## src/rtl/spi_latch_reader.sv

```systemverilog
// rtl/spi_latch_reader.sv - SPI mode-0 master reading the chamber FPGA hit-latch frame
// Frames start on a software or trigger request; results are held on a valid/ready slot.
module spi_latch_reader #(
  parameter int FRAME_BITS = 24,
  parameter int CLK_DIV    = 8,
  parameter int CS_SETUP   = 8,
  parameter int CS_HOLD    = 4,
  parameter int CS_GAP     = 8
) (
  input  logic                  sys_clk,
  input  logic                  rst,
  input  logic                  start,
  input  logic                  trig_in,
  input  logic                  auto_en,
  output logic                  spi_cs,
  output logic                  spi_clk,
  input  logic                  spi_miso,
  output logic [FRAME_BITS-1:0] data,
  output logic                  data_valid,
  input  logic                  data_ready,
  output logic                  busy,
  output logic [7:0]            missed
);
  localparam int CNT_W = 16;
  localparam int BIT_W = $clog2(FRAME_BITS + 1);

  typedef enum logic [2:0] {IDLE, SETUP, HIGH, LOW, HOLD, GAP} state_t;
  state_t state, state_nxt;

  logic [CNT_W-1:0]      cnt;
  logic [BIT_W-1:0]      bit_cnt;
  logic [FRAME_BITS-1:0] shift;
  logic                  trig_s1, trig_s2, trig_prev;
  logic                  miso_s1, miso_s;
  logic                  req, slot_free, accept, sample, done;

  assign req       = start | (auto_en & trig_s2 & ~trig_prev);
  assign slot_free = ~data_valid | data_ready;
  assign accept    = req & slot_free & (state == IDLE);
  assign busy      = (state != IDLE);

  always_comb begin
    state_nxt = state;
    sample    = 1'b0;
    done      = 1'b0;
    case (state)
      IDLE:  if (accept) state_nxt = SETUP;
      SETUP: if (cnt == CNT_W'(CS_SETUP - 1)) state_nxt = HIGH;
      HIGH: begin
        if (cnt == CNT_W'(CLK_DIV - 1)) begin
          state_nxt = LOW;
          sample    = 1'b1;
        end
      end
      LOW: begin
        if (cnt == CNT_W'(CLK_DIV - 1))
          state_nxt = (bit_cnt < BIT_W'(FRAME_BITS)) ? HIGH : HOLD;
      end
      HOLD: begin
        if (cnt == CNT_W'(CS_HOLD - 1)) begin
          state_nxt = GAP;
          done      = 1'b1;
        end
      end
      GAP:     if (cnt == CNT_W'(CS_GAP - 1)) state_nxt = IDLE;
      default: state_nxt = IDLE;
    endcase
  end

  // SPI pins are registered from the next state so they never glitch
  always_ff @(posedge sys_clk or posedge rst) begin
    if (rst) begin
      state      <= IDLE;
      cnt        <= '0;
      bit_cnt    <= '0;
      shift      <= '0;
      trig_s1    <= 1'b0;
      trig_s2    <= 1'b0;
      trig_prev  <= 1'b0;
      miso_s1    <= 1'b0;
      miso_s     <= 1'b0;
      spi_cs     <= 1'b1;
      spi_clk    <= 1'b0;
      data       <= '0;
      data_valid <= 1'b0;
      missed     <= '0;
    end else begin
      trig_s1   <= trig_in;
      trig_s2   <= trig_s1;
      trig_prev <= trig_s2;
      miso_s1   <= spi_miso;
      miso_s    <= miso_s1;
      state     <= state_nxt;
      cnt       <= (state_nxt != state) ? '0 : cnt + 1'b1;
      spi_cs    <= (state_nxt == IDLE) || (state_nxt == GAP);
      spi_clk   <= (state_nxt == HIGH);
      if (accept)
        bit_cnt <= '0;
      if (sample) begin
        shift   <= {shift[FRAME_BITS-2:0], miso_s};
        bit_cnt <= bit_cnt + 1'b1;
      end
      if (done) begin
        data       <= shift;
        data_valid <= 1'b1;
      end else if (data_valid && data_ready) begin
        data_valid <= 1'b0;
      end
      if (req && !accept && missed != 8'hFF)
        missed <= missed + 8'd1;
    end
  end
endmodule

```

## config.mk

```make
export PLATFORM = sky130hd
export DESIGN_NAME = spi_latch_reader
export DESIGN_NICKNAME = d
export VERILOG_FILES = /design/src/rtl/spi_latch_reader.sv
export SDC_FILE = /design/constraint.sdc
export NUM_CORES = 1
export LEC_CHECK = 0
export ABC_AREA = 1
export BUFFER_PORTS_ARGS = -buffer_cell sky130_fd_sc_hd__buf_2
export CAP_MARGIN = 20
export CORE_MARGIN = 8
export CORE_UTILIZATION = 60
export CTS_BUF_LIST = sky130_fd_sc_hd__clkbuf_16
export DETAILED_ROUTE_END_ITERATION = 6
export GPL_TIMING_DRIVEN = 0
export PLACE_DENSITY = 0.82
export SLEW_MARGIN = 40
export SYNTH_ARGS = -nofsm -noshare
export SYNTH_HDL_FRONTEND = slang
export SYNTH_SLANG_ARGS = --single-unit
```

## constraint.sdc

```tcl
create_clock -name sys_clk -period 4.3 [get_ports sys_clk]
set_input_delay 0.645 -clock sys_clk [delete_from_list [all_inputs] [get_ports sys_clk]]
set_output_delay 0.645 -clock sys_clk [all_outputs]
set_load 0.005 [all_outputs]
```

Word level (Yosys, flattened, before mapping). Index checks and enable logic that the tools add are counted.

$add $sub $neg: 3. Order comparisons: 1. Eq/ne operators: 11. Muxes and demuxes: 17. Bitwise operators: 8. Reductions and logical operators: 10.

Operator list (number): 3-bit two-way mux (7); 3-bit one-hot mux with 6 select lines (1); 16-bit by 1-bit adder with 16-bit output (second input constant) (1); 16-bit by 2-bit == test with 1-bit output (second input constant) (1); 16-bit by 3-bit == test with 1-bit output (second input constant) (1); 16-bit two-way mux (1); 5-bit two-way mux (2); 3-bit by 2-bit == test with 1-bit output (second input constant) (3); 3-bit == test (second input constant) (3); 8-bit by 1-bit adder with 8-bit output (second input constant) (1); 8-bit != test (second input constant) (1); 3-bit logical NOT (2); 1-bit two-way mux (6); 5-bit by 1-bit adder with 5-bit output (second input constant) (1); 5-bit less-than comparator (second input constant) (1); 1-bit bitwise AND (4); 2-bit nonzero test (2); 3-bit by 1-bit == test with 1-bit output (second input constant) (1); 1-bit logical AND (3); 3-bit != test (1); 3-bit nonzero test (1); 1-bit inverter (2); 1-bit OR (2); 1-bit logical NOT (1); 1-bit logical OR (1).

Flip-flop bits (word level): 88. Output and inout bits: 36. Logic and storage cells: 64.

Depth between registers and ports, before layout. Gate-level depths: netlist of the first run.

Word-level depth: 9. Depth in mapped cells: 13.

Worst setup path after synthesis of the first run. OpenSTA, ideal clock, no wires.

Path kind: input to register. Start point: input port auto_en. End point: register cnt[10]. Data arrival time: 1.658 ns. Required time: 4.179 ns. Slack: 2.522 ns. Cell stages on the path: 10. Path buffers: 1. Cells stage by stage: nand2_1 -> o21bai_1 -> nand3_2 -> nand2_2 -> nor2_2 -> nand2_1 -> nand2_2 -> nand2_4 -> buf_6 -> nor2_2.

Longest elaborated chain between the ends: 9.

Ends and longest elaborated chain: start: declaration (line 14) `input logic auto_en,`; 1-bit bitwise AND (2 in series) (line 37) `assign req = start | (auto_en & trig_s2 & ~trig_prev);`; 1-bit OR (line 37); 1-bit bitwise AND (2 in series) (line 39) `assign accept = req & slot_free & (state == IDLE);`; 3-bit two-way mux (line 47) `IDLE: if (accept) state_nxt = SETUP;`; 3-bit one-hot mux with 6 select lines (line 46) `case (state)`; 3-bit != test (line 94) `cnt <= (state_nxt != state) ? '0 : cnt + 1'b1;`; 16-bit two-way mux (line 94); end signal: assignment (line 94); end: declaration (line 30) `logic [CNT_W-1:0] cnt;`.

Every way passes these cells. A chain may end at the register's enable or synchronous reset.

Final worst setup path of the first run.
Start point: register state[2]. End point: output port busy.

Longest elaborated chain between the ends: 1.

Ends and longest elaborated chain: start: declaration (line 28) `state_t state, state_nxt;`; start signal: assignment (line 93) `state <= state_nxt;`; 3-bit nonzero test (line 40) `assign busy = (state != IDLE);`; end: declaration (line 21) `output logic busy,`.

Every way passes these cells.

==> results of run 1 <==
==> routing by layer <==
metal  track usage  share of wire
met1         0.208           0.43
met2         0.307           0.50
met3        0.0374          0.051
met4        0.0794          0.018
met5             0              0
==> synthesized netlist by cell type, types with 2 or more instances <==
master	number	area share
buf_2	3	0.0039
buf_6	2	0.0059
clkbuf_1	7	0.0069
dfrtp_1	87	0.57
ha_1	3	0.0098
inv_1	58	0.057
nand2_1	83	0.082
nand2_2	5	0.0082
nand3_1	15	0.020
nand3_2	3	0.0079
nand4_1	9	0.015
nor2_1	30	0.029
nor2_2	11	0.018
nor2_4	3	0.0088
nor3_1	6	0.0079
nor4_1	2	0.0033
o21ai_0	55	0.072
o22ai_1	2	0.0033
xnor2_1	10	0.023
xor2_1	12	0.028
==> worst max-delay path, cell delays in order, from the launching register on <==
cell and delay (ns):
dfrtp_1 0.45, nor3_1 0.38, inv_1 0.07, buf_2 0.13
==> state kept, by name, indices dropped and copies added (netlist names) <==
name        flops
data           24
shift          24
miso_s          1
state           3
missed          8
data_valid      1
spi_cs          1
spi_clk         1
bit_cnt         5
trig_s1         1
cnt            16
miso_s1         1
trig_s2         1
trig_prev       1
==> where the power goes <==
group | switching, µW | internal, µW
Combinational | 67.3 | 53.1
Clock | 297 | 564
Sequential | 34.8 | 859
Total | 399 | 1480
==> final timing paths <==
path / from / endpoint / slack (ns) / cells after the start
worst max-delay path: state[2]$_DFF_PP0_ / busy / 2.30 / 3
worst min-delay path: rst / data[20]$_DFFE_PP0P_ / 0.31 / 2
worst max register to register: cnt[0]$_DFF_PP0_ / cnt[7]$_DFF_PP0_ / 2.39 / 11
worst min register to register: trig_s1$_DFF_PP0_ / trig_s2$_DFF_PP0_ / 0.36 / 0
max in group asynchronous: rst / spi_cs$_DFF_PP1_ / 3.38 / 3
min in group sys_clk: trig_s1$_DFF_PP0_ / trig_s2$_DFF_PP0_ / 0.36 / 0
==> cell type report <==
type / count / area [µm²] / share of cell area
flip-flops and latches: 88 / 2200 / 0.490
multi-input cells: 255 / 1330 / 0.297
repair buffers: 43 / 238 / 0.0529
clock buffers: 9 / 225 / 0.0501
inverters: 58 / 223 / 0.0496
clock inverters: 7 / 111 / 0.0248
well taps: 77 / 96.3 / 0.0214
plain buffers: 12 / 63.8 / 0.0142
==> cell families after synthesis <==
family,after synthesis,synth area share
AO/OA/AOI/OAI,59,0.0787
XOR/XNOR,22,0.0505
adder cells (fa/ha/maj),3,0.00983
buffers and inverters,70,0.0737
flip-flops,88,0.577
multiplexers,1,0.00295
AND/OR/NAND/NOR,170,0.207
==> stage by stage <==
step                      utilization  power (µW)  hold slack, ns  area, µm²
after floorplan                     -         977           0.331       3820
after global placement          0.661        1020           0.332       4120
after detailed placement        0.666        1030           0.350       4160
after CTS                       0.720        1900           0.319       4490
after global routing            0.720        1950           0.340       4490
final                           0.720        1870           0.310       4490
==> metrics, run 1 <==
post-route antenna net violation count=0; Leakage=0.00217 µW; Setup Fix Bufs, Post-CTS=0; max-cap viol count=0; RSZ-0062 raised after global routing=no; # setup viols final=0; # rows=29; post-route insts no fill=549; GRT Total Usage=0.177; post-synthesis sequential area ratio=0.577; die area=9170 µm²; port bufs=42; dpl cells=533; global-route wire length before repair=12.8 mm; worst skew pair latency=0.33 ns; yosys warns=0; clk buf depth=2; Die X=95.8 µm; clock sinks=88; CP startpoint kind=register; drt drc=0; layout net count=477; final count of hold timing violations=0; period utilisation layout=0.466; dpl ws=2.23 ns; area of the core=6240 µm²; most common cell after layout, fill and taps aside=dfrtp_1; Setup Skew=0.00982 ns; Post-Route WL=7.53 mm; Synth Flop Type=dfrtp_1; worst IR drop on VDD=333 µV; layout cells sized above 1=0.189; initial antenna violation count=0; DR WL/cell=13.7 µm; Worst Hold Class=in -> async; total CTS buffers=9; Syn Inst Count=413; relative slew slack=0.702; largest net degree at the start of global routing=48; critical path class=reg -> out; number of synthesized register bits=88; Netlist cell types=27; cts hold-fix bufs=0; clk slew on worst S/H paths=0.06 ns; Fmax achieved=499 MHz; Post-synth EDFFs=0; DRT Pass-1 Iters=6; Syn Area/Cell=9.24 µm²; Layout Area Growth over Synthesis=17.7%; Detail Placement HPWL=5.02 mm; fill count=475; critical path capture point type=primary output; Vias=2889; Slew @ Worst Pin=0.447 ns; Data required, critical path=3.65 ns; Async SR Flop Fraction=1.00; Initial Util=0.612; setup TNS=0 ns; CTS Root Cell=clkbuf_16; CTS resizes=0; most frequent cells in the layout=dfrtp_1, nand2_1, inv_1, o21ai_0, buf_2; total grt overflow=0; H-tree levels=3; vias in the first global route=2928; DRT iter0 DRCs=106; CTS tree=built; Die Ht=95.8 µm; final worst path period need=2.00 ns; diode count=0; pwr/cell area=417 nW/µm²; Slew Viols, Final=0; Syn Nets=423; CP max FO=6; Critical Path AT=1.36 ns; cell area after synthesis=3820 µm²; io pins=43; min setup slack post-route=2.30 ns; status=finished, final reports clean; routability cong.=0.833; vias per cell=5.26
No activity file was read; power rests on OpenSTA's default activity.
==> run 2: changes to the inputs <==
--- a/config.mk
+++ b/config.mk
@@ -9,11 +9,11 @@
 export BUFFER_PORTS_ARGS = -buffer_cell sky130_fd_sc_hd__buf_2
 export CAP_MARGIN = 20
 export CORE_MARGIN = 8
-export CORE_UTILIZATION = 60
+export CORE_UTILIZATION = 52
 export CTS_BUF_LIST = sky130_fd_sc_hd__clkbuf_16
 export DETAILED_ROUTE_END_ITERATION = 6
 export GPL_TIMING_DRIVEN = 0
-export PLACE_DENSITY = 0.82
+export PLACE_DENSITY = 0.76
 export SLEW_MARGIN = 40
 export SYNTH_ARGS = -nofsm -noshare
 export SYNTH_HDL_FRONTEND = slang
==> constraint.sdc (replaced) <==
create_clock -name sys_clk -period 1.8 [get_ports sys_clk]
set_input_delay 0.27 -clock sys_clk [delete_from_list [all_inputs] [get_ports sys_clk]]
set_output_delay 0.27 -clock sys_clk [all_outputs]
set_load 0.005 [all_outputs]
==> run 2 against run 1 <==
Compared with the run above:
- count of clock-buffer cells in the layout unchanged
- critical path type is now reg -> reg
- cell count up 8.0%
- sequential share of layout area is 3.2 points lower
- largest cell class unchanged
- register-to-register slack got worse by 2.4 ns
- critical path depth rose by 9
- the flow now finishes with violations (setup timing)
- sequential cell count is the same
- largest power group unchanged
- die area up 13%
- global-route usage decreased by 2.0 points
- wire length grew 7.3%
- combinational power increased to 2.6 times the previous value
- clock power rose by 120%
==> metrics, run 2 (synthesized netlist as in run 1, its figures left out) <==
Gate power share=0.071 (+0.007); Hold Path End=miso_s1$_DFF_PP0_; # rows=31 (+6.9%); Hold Path Stages=1; layout cells sized above 1=0.261 (+0.0726); port bufs=42 (unchanged); RSZ-0062 raised after global routing=yes; CP max FO=8 (+2); Leakage=0.00228 µW (+4.9%); layout net count=499 (+4.6%); worst skew pair latency=0.34 ns (about the same); final count of hold timing violations=0 (unchanged); global-route wire length before repair=12.8 mm (-0.11%); status=complete, but fails checks; critical path class=reg -> reg; Data required, critical path=2.07 ns (-1.58 ns); Flop pwr share=0.493 (+0.016); Initial Util=0.532 (-0.0797); worst IR drop on VDD=678 µV (+100%); io pins=43 (unchanged); # setup viols final=3 (+3); Critical Path AT=2.07 ns (+0.71 ns); area of the core=7180 µm² (+15%); max-cap viol count=0 (unchanged); largest registers=data x24, shift x24, cnt x16; most common cell after layout, fill and taps aside=nand2_1; Die X=102 µm (+6.2%); Vias=3011 (+4.2%); total grt overflow=0 (unchanged); Placed Area=4230 µm² (+1.8%); GRT Total Usage=0.157 (-0.0202); diode count=0 (unchanged); period utilisation layout=1.00; Setup Skew=0.00754 ns (-0.00228 ns); register-to-register setup slack=-0.006 ns (-2.40 ns); worst r2r src=cnt[11]$_DFF_PP0_; CTS Root Cell=clkbuf_16; Die Ht=102 µm (+6.2%); worst min-delay path startpoint=spi_miso; DR WL/cell=13.6 µm (-0.68%); Switch Pwr=1050 µW (+160%); initial antenna violation count=0 (unchanged); relative slew slack=0.645 (-0.0568); CTS tree=built; drt drc=0 (unchanged); dpl ws=-0.0510 ns (-2.28 ns); Detail Placement HPWL=5.24 mm (+4.4%); vias in the first global route=2906 (-0.75%); Fmax achieved=554 MHz; Layout Area Growth over Synthesis=26.4%; fraction of power spent switching nets=0.242 (+0.0288); Clock power frac=0.436 (-0.023); most frequent cells in the layout=nand2_1, dfrtp_1, inv_1, o21ai_0, buf_2; final worst path period need=1.81 ns; DRT Pass-1 Iters=4 (-2); H-tree levels=3 (unchanged); clk buf depth=2 (unchanged); Post-Route WL=8.07 mm (+7.3%); post-route antenna net violation count=0 (unchanged); largest net degree at the start of global routing=27 (-44%); Slew @ Worst Pin=0.531 ns (+0.0841 ns); Slew Viols, Final=0 (unchanged); final instance area=4820 µm² (+7.4%); min setup slack post-route=-0.00563 ns (-2.30 ns); CP startpoint kind=register; die area=10300 µm² (+13%); clk slew on worst S/H paths=0.06 ns (about the same); vias per cell=5.08 (-3.5%); DRT iter0 DRCs=156 (+47%); critical path capture point type=register; reg-to-reg critical path endpoint=cnt[6]$_DFF_PP0_; Worst Hold Class=in -> reg; routability cong.=0.862 (+3.5%); pwr/cell area=897 nW/µm² (+120%); Int Power=3280 µW (+120%); Worst Reg2Reg Path Length in Cells=12 (+1); violated checks=setup timing; clock sinks=88 (unchanged); total CTS buffers=9 (unchanged)
-- run 2: cell types whose count changed in the layout (fill, tap and decap cells not counted), moves of 2 or more --
cell / previous run / this run
buf_12: 0 / 2
inv_2: 0 / 2
nor2_4: 3 / 9
nand3_1: 15 / 13
nand3_4: 0 / 2
nor2_2: 11 / 7
buf_4: 0 / 19
bufinv_16: 3 / 1
dfrtp_1: 87 / 81
inv_1: 59 / 55
nor2_1: 30 / 28
dfrtp_2: 0 / 6
-- run 2: repair_timing --
action	CTS	global route
gates cloned	0	1
pin swaps	1	12
gates resized for setup	3	30
setup buffers	1	17
endpoints found under the hold margin	21	0
endpoints found under the setup margin	10	32
hold buffers	1	0
-- run 2: worst max-delay path by stage --
stage	to	start	slack, ns
floorplan	cnt[10]$_DFF_PP0_	cnt[0]$_DFF_PP0_	0.16
global placement	cnt[14]$_DFF_PP0_	cnt[0]$_DFF_PP0_	-0.04
detailed placement	cnt[13]$_DFF_PP0_	cnt[0]$_DFF_PP0_	-0.05
CTS	cnt[14]$_DFF_PP0_	cnt[0]$_DFF_PP0_	0.02
global route	cnt[6]$_DFF_PP0_	cnt[11]$_DFF_PP0_	-0.10
finish	cnt[6]$_DFF_PP0_	cnt[11]$_DFF_PP0_	-0.006
-- run 2: through the flow --
stage | std cells | hold WS (ns) | setup TNS [ns] | util | total power (µW)
2_1_floorplan | 413 | 0.301 | 0 | - | 2330
3_3_place_gp | 554 | 0.334 | -2.77 | 0.579 | 2440
3_5_place_dp | 557 | 0.342 | -0.428 | 0.590 | 2480
4_1_cts | 575 | 0.0331 | 0 | 0.636 | 4360
5_1_grt | 593 | 0.0288 | -1.39 | 0.672 | 4500
6_report | 593 | 0.0392 | -0.0126 | 0.672 | 4330
-- run 2: layout make-up --
cell class	count	area, µm²
clock buffers	9	225
inverters	58	221
clock inverters	7	77.6
plain buffers	12	75.1
multi-input cells	255	1430
fillers	529	2350
repair buffers	65	455
well taps	99	124
flip-flops and latches	88	2210
-- run 2: critical path, stage by stage, from the launching register on --
cell	delay, ns
dfrtp_1	0.42
nor2_1	0.14
nand2_1	0.12
nor2_4	0.20
nand2_2	0.10
nand2_2	0.08
nand2_2	0.06
nor2_4	0.09
nand2_1	0.07
nand2_2	0.09
nand2_4	0.10
clkbuf_16	0.18
nor2_4	0.06
-- run 2: power groups by stage --
stage	logic (µW)	clock network (µW)	registers (µW)
finish	306	1890	2140
global route	351	2000	2150
CTS	315	1920	2130
detailed placement	311	0	2170
global placement	279	0	2160
floorplan	171	0	2160
-- run 2: per-layer routing --
metal / up-vias / share of wire / GRT usage
li1: 1461 / - / -
met1: 1454 / 0.43 / 0.189
met2: 85 / 0.50 / 0.258
met3: 11 / 0.058 / 0.0337
met4: 0 / 0.015 / 0.0848
met5: - / 0 / 0
